File: config.mk
export PLATFORM = sky130hd
export DESIGN_NAME = ss_scan_driver_flat
export DESIGN_NICKNAME = d
export VERILOG_FILES = /design/src/rtl/ss_scan_driver_if.sv /design/src/rtl/ss_scan_driver.sv /design/src/flat_wrapper.sv
export SDC_FILE = /design/constraint.sdc
export NUM_CORES = 1
export LEC_CHECK = 0
export CAP_MARGIN = 20
export CORE_MARGIN = 1.5
export CORE_UTILIZATION = 41
export CTS_CLUSTER_SIZE = 16
export DETAILED_ROUTE_END_ITERATION = 8
export GPL_TIMING_DRIVEN = 1
export PLACE_DENSITY = 0.63
export SYNTH_ARGS = -nofsm -noshare
export SYNTH_HDL_FRONTEND = slang
export SYNTH_SLANG_ARGS = --single-unit
File: constraint.sdc
create_clock -name clk -period 2.85 [get_ports clk]
set_clock_uncertainty 0.1 [all_clocks]
set_input_delay 0.4275 -clock clk [delete_from_list [all_inputs] [get_ports clk]]
set_output_delay 0.4275 -clock clk [all_outputs]
set_load 0.01 [all_outputs]
File: src/rtl/ss_scan_driver_if.sv
// ss_scan_driver_if: bus between the datapath side (display word, load strobe,
// mode controls) and the scan driver, plus the pin-level outputs it returns.
interface ss_scan_driver_if #(
   parameter int N_DIGITS = 4
);
   logic [4*N_DIGITS-1:0] data;
   logic [N_DIGITS-1:0]   dp;
   logic [N_DIGITS-1:0]   blank;
   logic                  load;
   logic                  hex_en;
   logic                  lz_sup;
   logic [7:0]            segment;
   logic [N_DIGITS-1:0]   digit;
   logic                  frame_done;

   modport master (
      output data, dp, blank, load, hex_en, lz_sup,
      input  segment, digit, frame_done
   );

   modport slave (
      input  data, dp, blank, load, hex_en, lz_sup,
      output segment, digit, frame_done
   );
endinterface

File: src/rtl/ss_scan_driver.sv
// ss_scan_driver: time-multiplexed N-digit 7-segment scanner.
// A shadow copy of the display word is taken on load; at every slot boundary
// the code for the next digit is decoded from the shadow and held for the whole
// slot, so a load never tears a digit mid-slot. Each slot opens with a guard
// interval where every digit is off, which hides ghosting while the segment
// lines settle. All pins are driven straight from flops; the pin flops are fed
// from the next-state values so they stay aligned with the slot counter.
module ss_scan_driver #(
   parameter int N_DIGITS       = 4,
   parameter int CLK_DIV        = 50000,
   parameter int GUARD_CYCLES   = 1,
   parameter int SEG_ACTIVE_LOW = 0,
   parameter int DIG_ACTIVE_LOW = 0
) (
   input  logic            clk,
   input  logic            rst_n,
   ss_scan_driver_if.slave bus
);

   localparam int CNT_W = (CLK_DIV > 2) ? $clog2(CLK_DIV) : 1;
   localparam int IDX_W = (N_DIGITS > 1) ? $clog2(N_DIGITS) : 1;

   localparam logic [CNT_W-1:0]    CNT_MAX = CNT_W'(CLK_DIV - 1);
   localparam logic [IDX_W-1:0]    IDX_MAX = IDX_W'(N_DIGITS - 1);
   localparam logic [7:0]          SEG_OFF = (SEG_ACTIVE_LOW != 0) ? 8'hFF : 8'h00;
   localparam logic [N_DIGITS-1:0] DIG_OFF = (DIG_ACTIVE_LOW != 0) ?
                                             {N_DIGITS{1'b1}} : {N_DIGITS{1'b0}};

   // Active-high segment code {a,b,c,d,e,f,g,dp}; letters only in hex mode.
   function automatic logic [7:0] f_decode(input logic [3:0] nib, input logic hex);
      logic [7:0] seg;
      case (nib)
         4'h0:    seg = 8'hFC;
         4'h1:    seg = 8'h60;
         4'h2:    seg = 8'hDA;
         4'h3:    seg = 8'hF2;
         4'h4:    seg = 8'h66;
         4'h5:    seg = 8'hB6;
         4'h6:    seg = 8'hBE;
         4'h7:    seg = 8'hE0;
         4'h8:    seg = 8'hFE;
         4'h9:    seg = 8'hF6;
         4'hA:    seg = hex ? 8'hEE : 8'h00;
         4'hB:    seg = hex ? 8'h3E : 8'h00;
         4'hC:    seg = hex ? 8'h9C : 8'h00;
         4'hD:    seg = hex ? 8'h7A : 8'h00;
         4'hE:    seg = hex ? 8'h9E : 8'h00;
         4'hF:    seg = hex ? 8'h8E : 8'h00;
         default: seg = 8'h00;
      endcase
      return seg;
   endfunction

   // shadow of the display word
   logic [4*N_DIGITS-1:0] r_sh_data;
   logic [N_DIGITS-1:0]   r_sh_dp;
   logic [N_DIGITS-1:0]   r_sh_blank;

   // scan position and the code held for the current slot
   logic [CNT_W-1:0]      r_cnt;
   logic [IDX_W-1:0]      r_idx;
   logic [7:0]            r_code;
   logic                  r_dark;

   // pin flops
   logic [7:0]            r_segment;
   logic [N_DIGITS-1:0]   r_digit;
   logic                  r_frame_done;

   logic                  w_wrap;
   logic [CNT_W-1:0]      w_cnt_nxt;
   logic [IDX_W-1:0]      w_idx_nxt;
   logic [3:0]            w_nib;
   logic                  w_sel_dp;
   logic                  w_sel_blk;
   logic                  w_upper_nz;
   logic [7:0]            w_new_code;
   logic                  w_new_dark;
   logic [7:0]            w_code_nxt;
   logic                  w_dark_nxt;
   logic                  w_guard;
   logic                  w_lit;
   logic [N_DIGITS-1:0]   w_onehot;
   logic [7:0]            w_seg_nxt;
   logic [N_DIGITS-1:0]   w_dig_nxt;
   logic                  w_fd_nxt;

   // Capture the display word on load; it only reaches the pins at a slot boundary.
   always_ff @(posedge clk or negedge rst_n) begin
      if (!rst_n) begin
         r_sh_data  <= {(4*N_DIGITS){1'b0}};
         r_sh_dp    <= {N_DIGITS{1'b0}};
         r_sh_blank <= {N_DIGITS{1'b1}};
      end else if (bus.load) begin
         r_sh_data  <= bus.data;
         r_sh_dp    <= bus.dp;
         r_sh_blank <= bus.blank;
      end else begin
         r_sh_data  <= r_sh_data;
         r_sh_dp    <= r_sh_dp;
         r_sh_blank <= r_sh_blank;
      end
   end

   // Slot counter and digit index advance; the index steps only when the slot wraps.
   always_comb begin
      w_wrap = (r_cnt == CNT_MAX);
      if (w_wrap) begin
         w_cnt_nxt = {CNT_W{1'b0}};
         w_idx_nxt = (r_idx == IDX_MAX) ? {IDX_W{1'b0}} : r_idx + IDX_W'(1);
      end else begin
         w_cnt_nxt = r_cnt + CNT_W'(1);
         w_idx_nxt = r_idx;
      end
   end

   // Decode the digit about to be scanned and decide whether it must stay dark.
   // Leading-zero suppression looks at this digit and every more significant one.
   always_comb begin
      w_nib      = 4'h0;
      w_sel_dp   = 1'b0;
      w_sel_blk  = 1'b0;
      w_upper_nz = 1'b0;
      for (int i = 0; i < N_DIGITS; i++) begin
         w_nib      = (IDX_W'(i) == w_idx_nxt) ? r_sh_data[4*i +: 4] : w_nib;
         w_sel_dp   = (IDX_W'(i) == w_idx_nxt) ? r_sh_dp[i]          : w_sel_dp;
         w_sel_blk  = (IDX_W'(i) == w_idx_nxt) ? r_sh_blank[i]       : w_sel_blk;
         w_upper_nz = w_upper_nz |
                      ((IDX_W'(i) >= w_idx_nxt) & (r_sh_data[4*i +: 4] != 4'h0));
      end
      w_new_code = f_decode(w_nib, bus.hex_en) | {7'b0000000, w_sel_dp};
      w_new_dark = w_sel_blk |
                   (bus.lz_sup & (w_idx_nxt != {IDX_W{1'b0}}) & ~w_upper_nz & ~w_sel_dp);
   end

   // Guard interval: the first GUARD_CYCLES counts of every slot keep all digits off.
   generate
      if (GUARD_CYCLES > 0) begin : g_guard
         localparam logic [CNT_W-1:0] GUARD_LIM = CNT_W'(GUARD_CYCLES);
         assign w_guard = (w_cnt_nxt < GUARD_LIM);
      end else begin : g_no_guard
         assign w_guard = 1'b0;
      end
   endgenerate

   // Pin values for the coming cycle, with pin polarity applied last.
   always_comb begin
      w_code_nxt = w_wrap ? w_new_code : r_code;
      w_dark_nxt = w_wrap ? w_new_dark : r_dark;
      w_onehot   = {N_DIGITS{1'b0}};
      for (int i = 0; i < N_DIGITS; i++) begin
         w_onehot[i] = (IDX_W'(i) == w_idx_nxt);
      end
      w_lit     = ~w_guard & ~w_dark_nxt;
      w_seg_nxt = (w_lit ? w_code_nxt : 8'h00) ^ SEG_OFF;
      w_dig_nxt = (w_lit ? w_onehot : {N_DIGITS{1'b0}}) ^ DIG_OFF;
      w_fd_nxt  = (w_cnt_nxt == CNT_MAX) & (w_idx_nxt == IDX_MAX);
   end

   // Scan position and per-slot code; the code is refreshed only on a slot wrap.
   always_ff @(posedge clk or negedge rst_n) begin
      if (!rst_n) begin
         r_cnt  <= {CNT_W{1'b0}};
         r_idx  <= {IDX_W{1'b0}};
         r_code <= 8'h00;
         r_dark <= 1'b1;
      end else begin
         r_cnt  <= w_cnt_nxt;
         r_idx  <= w_idx_nxt;
         r_code <= w_code_nxt;
         r_dark <= w_dark_nxt;
      end
   end

   // Register the pins so nothing combinational reaches the board.
   always_ff @(posedge clk or negedge rst_n) begin
      if (!rst_n) begin
         r_segment    <= SEG_OFF;
         r_digit      <= DIG_OFF;
         r_frame_done <= 1'b0;
      end else begin
         r_segment    <= w_seg_nxt;
         r_digit      <= w_dig_nxt;
         r_frame_done <= w_fd_nxt;
      end
   end

   assign bus.segment    = r_segment;
   assign bus.digit      = r_digit;
   assign bus.frame_done = r_frame_done;

endmodule

File: src/flat_wrapper.sv
// flat-port wrapper written by rule: the top's interface ports become plain ports
module ss_scan_driver_flat 
#(
   parameter int N_DIGITS       = 4,
   parameter int CLK_DIV        = 50000,
   parameter int GUARD_CYCLES   = 1,
   parameter int SEG_ACTIVE_LOW = 0,
   parameter int DIG_ACTIVE_LOW = 0
)
  (clk, rst_n, bus_data, bus_dp, bus_blank, bus_load, bus_hex_en, bus_lz_sup, bus_segment, bus_digit, bus_frame_done);
  ss_scan_driver_if #(.N_DIGITS(N_DIGITS)) bus_i ();
  input  logic clk;
  input  logic rst_n;
  input wire logic [$bits(bus_i.data)-1:0] bus_data;
  input wire logic [$bits(bus_i.dp)-1:0] bus_dp;
  input wire logic [$bits(bus_i.blank)-1:0] bus_blank;
  input wire logic [$bits(bus_i.load)-1:0] bus_load;
  input wire logic [$bits(bus_i.hex_en)-1:0] bus_hex_en;
  input wire logic [$bits(bus_i.lz_sup)-1:0] bus_lz_sup;
  output wire logic [$bits(bus_i.segment)-1:0] bus_segment;
  output wire logic [$bits(bus_i.digit)-1:0] bus_digit;
  output wire logic [$bits(bus_i.frame_done)-1:0] bus_frame_done;
  assign bus_i.data = bus_data;
  assign bus_i.dp = bus_dp;
  assign bus_i.blank = bus_blank;
  assign bus_i.load = bus_load;
  assign bus_i.hex_en = bus_hex_en;
  assign bus_i.lz_sup = bus_lz_sup;
  assign bus_segment = bus_i.segment;
  assign bus_digit = bus_i.digit;
  assign bus_frame_done = bus_i.frame_done;
  ss_scan_driver #(.N_DIGITS(N_DIGITS), .CLK_DIV(CLK_DIV), .GUARD_CYCLES(GUARD_CYCLES), .SEG_ACTIVE_LOW(SEG_ACTIVE_LOW), .DIG_ACTIVE_LOW(DIG_ACTIVE_LOW)) u_core (.clk(clk), .rst_n(rst_n), .bus(bus_i));
endmodule
# Word level (Yosys, flattened, before mapping)
# Cells that the tools add are included.
# W data, S select, Z words.
# word_totals
reg_bits	64
input_bits	29
output_inout_bits	13
word_cells	90
# op_classes
add_sub_neg	2
magnitude_cmp	5
n_eq_ne	22
n_mux	26
bitwise	18
reduce_logical	7
# op_table
op	count
$pmux W8 S16	1
$mux W8	6
$eq A16 B16 Y1 const B	2
$eq A4 B4 Y1 const B	8
$mux W4	5
$add A16 B1 Y16 const B	1
$eq A4 B3 Y1 const B	4
$lt A16 B1 Y1 const B	1
$mux W16	1
$reduce_bool A4 Y1	4
$and A1 B1 Y1	9
$mux W1	9
$eq A4 B2 Y1 const B	2
$or A8 B1 Y8	1
$mux W7	1
$mux W6	1
$eq A2 B2 Y1 const A	2
$eq A2 B2 Y1 const B	2
$eq A4 B1 Y1 const B	1
$ge A1 B2 Y1 const A	2
$ge A2 B2 Y1 const A	2
$logic_not A4 Y1	1
$mux W2	2
$not A1 Y1	4
5 further kinds	8

# Longest topological paths before layout
# Gate-level depths: netlist of the first run.
# depth
depth_word	16
depth_mapped	10
depth_no_buf	9

# Least setup slack after synthesis of the first run
# No wires, ideal clock.
# synth_timing
kind	register -> register
start	register u_core.r_idx[1]
end	register u_core.r_segment[2], in the netlist u_core.bus.segment[2]
arrival_time_ns	2.446
t_required_ns	2.605
slack_ns	0.159
path_stages_with_launch	8
n_path_buf	1
path_cell_list	dfrtp_1 -> ha_1 -> nor2_4 -> mux4_2 -> clkbuf_1 -> nand2b_1 -> a2111oi_0 -> nor3_2
# synth_via
elab_chain_cells	16
word_cells_on_any_way	61
# synth_rtl
item	line	text
start: declaration	ss_scan_driver.sv:61	logic [IDX_W-1:0] r_idx;
start signal: assignment	ss_scan_driver.sv:164	r_idx <= {IDX_W{1'b0}};
start signal: assignment	ss_scan_driver.sv:169	r_idx <= w_idx_nxt;
$add A2 B1 Y2 or $eq A2 B2 Y1 (tied branches)	ss_scan_driver.sv:110	w_idx_nxt = (r_idx == IDX_MAX) ? {IDX_W{1'b0}} : r_idx + IDX_W'(1);
$mux W2	ss_scan_driver.sv:110	
$mux W2 *	ss_scan_driver.sv:108	if (w_wrap) begin
$ge A1 B2 Y1	ss_scan_driver.sv:129	((IDX_W'(i) >= w_idx_nxt) & (r_sh_data[4*i +: 4] != 4'h0));
$and A1 B1 Y1	ss_scan_driver.sv:129	
$or A1 B1 Y1 (3 in a row)	ss_scan_driver.sv:128	w_upper_nz = w_upper_nz |
$not A1 Y1	ss_scan_driver.sv:133	(bus.lz_sup & (w_idx_nxt != {IDX_W{1'b0}}) & ~w_upper_nz & ~w_sel_dp);
$and A1 B1 Y1 (2 in a row)	ss_scan_driver.sv:133	
$or A1 B1 Y1	ss_scan_driver.sv:132	w_new_dark = w_sel_blk |
$mux W1	ss_scan_driver.sv:149	w_dark_nxt = w_wrap ? w_new_dark : r_dark;
$not A1 Y1	ss_scan_driver.sv:154	w_lit = ~w_guard & ~w_dark_nxt;
$and A1 B1 Y1	ss_scan_driver.sv:154	
$mux W8 *	ss_scan_driver.sv:155	w_seg_nxt = (w_lit ? w_code_nxt : 8'h00) ^ SEG_OFF;
net u_core.w_seg_nxt[2]	ss_scan_driver.sv:84	logic [7:0] w_seg_nxt;
end signal: assignment	ss_scan_driver.sv:182	r_segment <= w_seg_nxt;
end: declaration	ss_scan_driver.sv:66	logic [7:0] r_segment;
# Mark *: on every way through the listed nets, which the timed path passes. The rest lies on a longest branch.
# A chain may end at the register's enable or synchronous reset.

# Final worst setup path of the first run
# layout_timing
start	register u_core.r_idx[0]
end	register u_core.r_segment[2], in the netlist u_core.bus.segment[2]
# The elaborated chain is that of the path after synthesis.

==> results of run 1 <==
## cells in the final DEF (no fill, tap or decap), drive strengths merged, types with 3 or more instances in the layout
master         netlist  final
dfrtp               59     59
clkdlybuf4s50        0     40
nor2                30     30
nand2               27     27
o21ai               25     25
mux2                17     17
buf                  6     16
inv                 15     15
clkbuf              11     14
mux4                11     11
xor2                10     10
nand3               10     10
nor3                10     10
and3                10     10
xnor2                8      8
a21oi                8      8
a31oi                5      5
dfstp                5      5
nor4                 5      5
mux2i                4      4
nor2b                4      4
nand4                3      3
ha                   3      3
## state kept, by name (all words and copies together), names as in the netlist, 2 cells and up
register,cells
u_core.r_sh_blank,4
u_core.r_sh_data,16
u_core.r_code,8
u_core.bus.segment,8
u_core.r_cnt,16
u_core.bus.digit,4
u_core.r_sh_dp,4
u_core.r_idx,2
## power groups by stage
stage | registers (µW) | logic (µW) | clock network [µW]
floorplan | 979 | 120 | 0
finish | 974 | 202 | 839
global placement | 990 | 196 | 0
CTS | 975 | 202 | 859
detailed placement | 992 | 199 | 0
global route | 981 | 222 | 899
## metrics by stage
step / hold WS (ns) / area (µm²) / power, µW
global route: 0.408 / 4280 / 2100
global placement: 0.342 / 4010 / 1190
detailed placement: 0.356 / 4010 / 1190
floorplan: 0.0319 / 3450 / 1100
finish: 0.359 / 4280 / 2020
CTS: 0.368 / 4240 / 2040
## worst max path at each step
stage                     from                     to  slack (ns)
2_1_floorplan  u_core.r_idx[1]  u_core.bus.segment[2]        0.16
3_3_place_gp   u_core.r_idx[0]  u_core.bus.segment[2]        0.15
3_5_place_dp   u_core.r_idx[0]       u_core.r_code[2]        0.09
4_1_cts        u_core.r_idx[0]       u_core.r_code[2]        0.07
5_1_grt        u_core.r_idx[0]  u_core.bus.segment[5]       0.008
6_report       u_core.r_idx[0]  u_core.bus.segment[2]        0.10
## kinds of logic after synthesis
logic type | after synthesis
muxes | 32
DFF | 64
buffers and inverters | 32
adders and majority gates | 4
and+or+nand+nor | 109
AOI/OAI and AO/OA | 57
xor gates and xnor gates | 18
## timing repair
| action | 4_1_cts | 5_1_grt |
|---|---|---|
| setup buffers | 0 | 0 |
| hold buffers | 1 | 0 |
| gates resized for setup | 0 | 13 |
| setup endpoints to repair | 0 | 8 |
| endpoints found under the hold margin | 23 | 0 |
## Yosys cell counts, drive strengths merged, types with 2 or more instances
library cell	count
mux4	11
mux2i	4
nor2	30
a2111oi	2
dfstp	5
a31oi	5
ha	3
mux2	17
nand2	27
and2	2
and4	2
nor3	10
and3	10
nand2b	2
o21ai	25
buf	6
nand4	3
nor4	5
or4	2
inv	15
nand3	10
nand3b	2
clkbuf	11
dfrtp	59
o31ai	2
xor2	10
nor2b	4
a21oi	8
xnor2	8
## metal layers
layer / part of all wire / vias to the layer above / global-route usage
li1: - / 1238 / -
met1: 0.48 / 1290 / 0.260
met2: 0.46 / 75 / 0.271
met3: 0.045 / 13 / 0.0314
met4: 0.021 / 0 / 0.0933
met5: 0 / - / 0
## cell type report
cell class | instances | area [µm²] | share of cell area
clock buffer | 14 | 183 | 0.0426
clock inverter | 2 | 35.0 | 0.00818
inverter | 15 | 56.3 | 0.0131
multi-input combinational | 220 | 1720 | 0.402
sequential | 64 | 1610 | 0.376
tap | 105 | 131 | 0.0307
timing repair buffer | 57 | 548 | 0.128
## worst max-delay path: stages, from the launching register on
cell,delay (ns)
dfrtp_1,0.38
ha_1,0.23
nor2_4,0.24
mux4_2,0.59
nand2b_1,0.20
o21ai_2,0.11
a2111oi_0,0.53
buf_4,0.21
nor3_2,0.04
==> results.txt, run 1 <==
- Synthesis warning total: 0
* Internal Dissipation: 1550 µW
* Horizontal extent of the die: 94.7 µm
* Wirelength, routed: 7340 µm
* Max-slew violations: 0
- In the final routed layout, each cell accounts on average for 15.4 µm.
* Achievable clock frequency: 364 MHz
- In this run the most critical hold path is launched from u_core.r_code[0].
* Number of standard cells in the final layout excluding fillers: 477
- Across every metal layer, demand over resource in global routing totals 0.184.
* Basic-gate share of the synthesized area counting and, or, nand and nor cells: 0.177
* Number of clock sinks: 64
- The worst hold path terminates at u_core.r_code[0].
- Category of the most critical setup path: flop to flop
- Largest net degree at the start of global routing: 65
- Final core utilization: 0.524
- Final routed DRC violation total: 0
- In the final design database the tool counted 399 nets.
- Fraction of layout cells with a size suffix above 1: 0.263
- Dividing the synthesized area by the synthesized cell count gives 10.9 µm².
* Post-synthesis compound-gate area fraction: 0.113
- First drt pass iteration count: 4
* Area fraction of the dominant cell type after synthesis: 0.428
* First-pass GRT wire length: 12600 µm
- Arrival time at the worst endpoint: 2.87 ns
- Relative slew slack: 0.513
* Crit-path max FO: 7
* Starting Density: 0.422
- Port Buffers: 41
- Worst Setup End Kind: flop
- Hold Crit Depth: 2
- Power share of the clock group: 0.416
* Fin worst setup slack: 0.101 ns
- Counting flops with an async set or reset pin after synthesis yields a share of 1.00.
- Register-to-register setup slack: 0.10 ns
- Antenna-violating nets left: 0
- Setup violations remaining at the end of the flow were counted as 0.
- CTS tree: yes
- H-tree depth: 3
- Of the total power, the share spent switching nets is 0.230.
- In the synthesized netlist the dominant register cell turns out to be dfrtp_1.
- Synthesis inferred 64 register bits.
* Post-Syn Area: 3450 µm²
- Sorting the synthesized cells by area gives the leading types as dfrtp_1, mux4_2, mux2_2.
* Unrepaired setup endpoints after global routing: no
- Clock tree synthesis selected as its root buffer the cell clkbuf_8.
* Via count of the first global-routing pass: 2559
* Ports placed on the boundary: 42
- Once placement completed, the tool counted placed cells totaling 459.
- The number of antenna violations at the first check in global routing came to 0.
* Aggregate negative setup slack: 0 ns
* Net count after synthesis: 348
* Number of distinct library cells after synthesis: 66
* Leakage: 0.00182 µW
- The layout has 741 filler cells.
- Worst-case vdd ir drop: 0.268 mV
* Height of the chip: 94.7 µm
- After clock tree synthesis, the clock-pin slew on the worst setup and hold paths is 0.07 ns.
- Clock network latency to the later pin of the worst-skew pair: 0.35 ns
- OpenSTA, run right after detailed placement, puts the worst setup slack at 0.0898 ns.
- Seq pwr share: 0.483
* Total half-perimeter wirelength after legalization and detailed placement: 5310 µm
- Post-Synth Adder-Cell Area: 0.0138
- Relative to the synthesized area, the layout overhead comes to 24.2%.
* Req. time, crit path: 2.97 ns
- Number of standard-cell rows in the floorplan: 33
* Critical R2R Capture: u_core.bus.segment[2]
* XOR/XNOR Fraction of Synth Area: 0.0457
* Final hold violation count: 0
- The flow ran to the end, and the final reports show no timing, DRC or antenna violations.
- Counting flops with a built-in enable in the synthesized netlist gives 0.
- Switching power total: 464 µW
* DRC violation total after the first TritonRoute iteration: 105
- Dividing the detail-routed via count by the number of cells gives 5.48.
- The startpoint identified for the worst register-to-register timing path is u_core.r_idx[0].
- The share of the Yosys chip area taken by registers is 0.466.
- ANT cells: 0
* Nature of the critical path startpoint: flop
- The number of cells on the worst reg-to-reg path is 8.
- Type of the worst min-delay path: flop to flop
- Buffer depth of the longest clock path: 2
* Number of vias in the routed layout: 2616
* Period Utilization, post-route: 0.965
- After synthesis, the largest family of logic cells by area is simple AND/OR/NAND/NOR gates.
- Post-Synthesis Cells: 316
- Slew @ Worst Pin: 0.729 ns
- Placeable core area: 8180 µm²
* GP Congestion: 0.899
- Total congestion overflow after global routing: 0
- Top cell type by total area after synthesis: dfrtp_1
* CTS buffer count: 9
- The worst path needs 2.75 ns of the cycle, external delays included.
- Max-Cap Viols: 0
- Of the total power, combinational logic draws 0.100.
- After synthesis, the share of cell area in mux cells is 0.140.
- Power per cell area: 471 nW/µm²
- Die footprint: 8970 µm²
(Power assumes the default switching activity.)
==> run 2: changes to the inputs <==
Settings changed: CTS_BUF_LIST from default to sky130_fd_sc_hd__clkbuf_16.
==> results.txt, run 2 (synthesized netlist as in run 1, its figures left out) <==
- STA puts the critical path data required time at 2.95 ns.
- Post-route standard cell area excluding fillers: 4340 µm²
* Number of clock sinks: 64
- The floorplan has 33 rows.
- Power per cell area: 510 nW/µm²
* Number of standard cells in the final layout excluding fillers: 476
- Setup Buffers After CTS: 0
- Count of placed standard cells including taps: 459
* Total half-perimeter wirelength after legalization and detailed placement: 5310 µm
* Total Nets Final: 398
- Worst slack after detailed placement: 0.0898 ns
- Registers with the highest flip-flop counts: u_core.r_cnt: 16 flops, u_core.r_sh_data: 16 flops
* Worst-case vdd ir drop: 0.290 mV
* Placed cell area: 4010 µm²
- Minimum clock period after layout: 2.74 ns
* Die footprint: 8970 µm²
- The initial utilization of the core area, before any placement, comes to 0.422.
* Final hold violation count: 0
- Number of vias in the routed layout: 2601
* Max Used Layer: met4
- Final routed DRC violation total: 0
- Horizontal extent of the die: 94.7 µm
- Wires add up to 7540 µm.
- GP Congestion: 0.899
* Fraction of layout cells with a size suffix above 1: 0.256
* DRC violation total after the first TritonRoute iteration: 120
* Max-slew violations: 0
- At the worst endpoint, the arrival time is 2.84 ns.
- Total congestion overflow after global routing: 0
- The number of antenna violations at the first check in global routing was 0.
* Achievable clock frequency: 364 MHz
* Antenna-violating nets left: 0
* Largest net degree at the start of global routing: 65
- After detailed routing, the wire length on met1 is 3610 µm.
* Ports placed on the boundary: 42
* Filler cell count in the final layout: 738
* Max-Cap Viols: 0
* H-tree depth: 3
- Using the TritonRoute via totals, the vias-per-cell ratio works out to 5.46.
* Placeable core area: 8180 µm²
- Worst Setup End Kind: flop
- Quantity of gates resized following cts: 0
- After detailed routing, the average wire length per cell comes to 15.8 µm.
- Clock-pin slew was measured on the worst setup and hold paths at 0.05 ns.
* ANT cells: 0
- The worst pin sits at a relative slew slack of 0.522.
* Leakage: 0.00184 µW
- Registers take 1610 µm².
- Overall power of the completed layout: 2210 µW
* Worst hold slack: 0.00337 ns
- The library cell used most frequently in the layout, excluding fill and tap cells, is dfrtp_1.
- The worst hold path belongs to the class primary input to async pin.
- Buffers inserted to repair hold after CTS numbered 0.
- First drt pass iteration count: 4
- For the pin with the worst max-slew slack, the measured transition is 0.714 ns.
* Height of the chip: 94.7 µm
- CTS tree: yes
* Crit-path max FO: 7
- In the final layout, the multi-input gates occupy 1720 µm².
- CTS buffer count: 9
* First-pass GRT wire length: 12800 µm
- STA classifies the critical path startpoint as a flop.
* Result of the run: completed
- Syn-to-layout area delta: 25.8%
- Category of the most critical setup path: flop to flop
- The top cell types in the final layout, fill and taps aside, are dfrtp_1, clkdlybuf4s50_1, nand2_1, nor2_1, o21ai_0.
- CTS root buf: clkbuf_16
* DR WL met3: 280 µm
* Port Buffers: 41
* Number of setup violations in the final report: 0
- Buffer depth of the longest clock path: 2
- The via count of the first global-routing pass was 2620.
- Fin worst setup slack: 0.105 ns
- Period Utilization, post-route: 0.963
* Total met2 wirelength after detailed routing: 3490 µm
- The clock reaches the later pin of the worst-skew pair after 0.33 ns.
* Global routing usage summed across all routing layers: 0.186
run 2: changes by cell type in the layout (fill, tap and decap cells not counted):
cell,before,now
a2111oi_0,1,0
a2111oi_1,0,1
clkbuf_1,1,0
clkbuf_16,0,9
clkbuf_8,13,0
clkinv_1,0,4
dfrtp_1,57,56
dfrtp_2,2,3
dlygate4sd3_1,1,0
inv_1,15,16
run 2: routing by layer:
metal | vias to the layer above | global-route usage
met5 | - | 0
met4 | 0 | 0.0771
met3 | 17 | 0.0314
met2 | 65 | 0.283
met1 | 1279 | 0.261
li1 | 1240 | -
run 2: final cells by class:
class,count,share of cell area
Clock buffer,9,0.0519
Sequential cell,64,0.372
Inverter,15,0.0130
Tap cell,105,0.0303
Clock inverter,7,0.0124
Timing Repair Buffer,56,0.124
Multi-Input combinational cell,220,0.397
run 2: metrics by stage:
step | setup TNS, ns | utilization
floorplan | 0 | -
global placement | 0 | 0.490
detailed placement | 0 | 0.490
CTS | 0 | 0.524
global route | -0.0461 | 0.531
finish | 0 | 0.531
run 2: final timing paths:
path                                               to             start  slack [ns]  depth (start not counted)
worst max-delay path            u_core.bus.segment[2]   u_core.r_idx[0]        0.11                          8
worst min-delay path                u_core.r_sh_dp[3]             rst_n       0.003                          2
worst max register to register  u_core.bus.segment[2]   u_core.r_idx[0]        0.11                          8
worst min register to register       u_core.r_code[0]  u_core.r_code[0]        0.39                          2
max in group asynchronous               u_core.r_dark             rst_n        2.33                          2
min in group clk                     u_core.r_code[0]  u_core.r_code[0]        0.39                          2
run 2: worst max-delay path, stage by stage (launching register included):
cell,delay (ns)
dfrtp_1,0.38
ha_1,0.23
nor2_4,0.24
mux4_2,0.59
nand2b_1,0.20
o21ai_2,0.11
a2111oi_1,0.52
buf_4,0.21
nor3_2,0.04
run 2: power by group:
part | leakage (µW) | internal (µW) | switching [µW]
logic | 0.000895 | 107 | 95.4
clock network | 0.000141 | 659 | 374
registers | 0.000804 | 947 | 29.3
total | 0.00184 | 1710 | 499
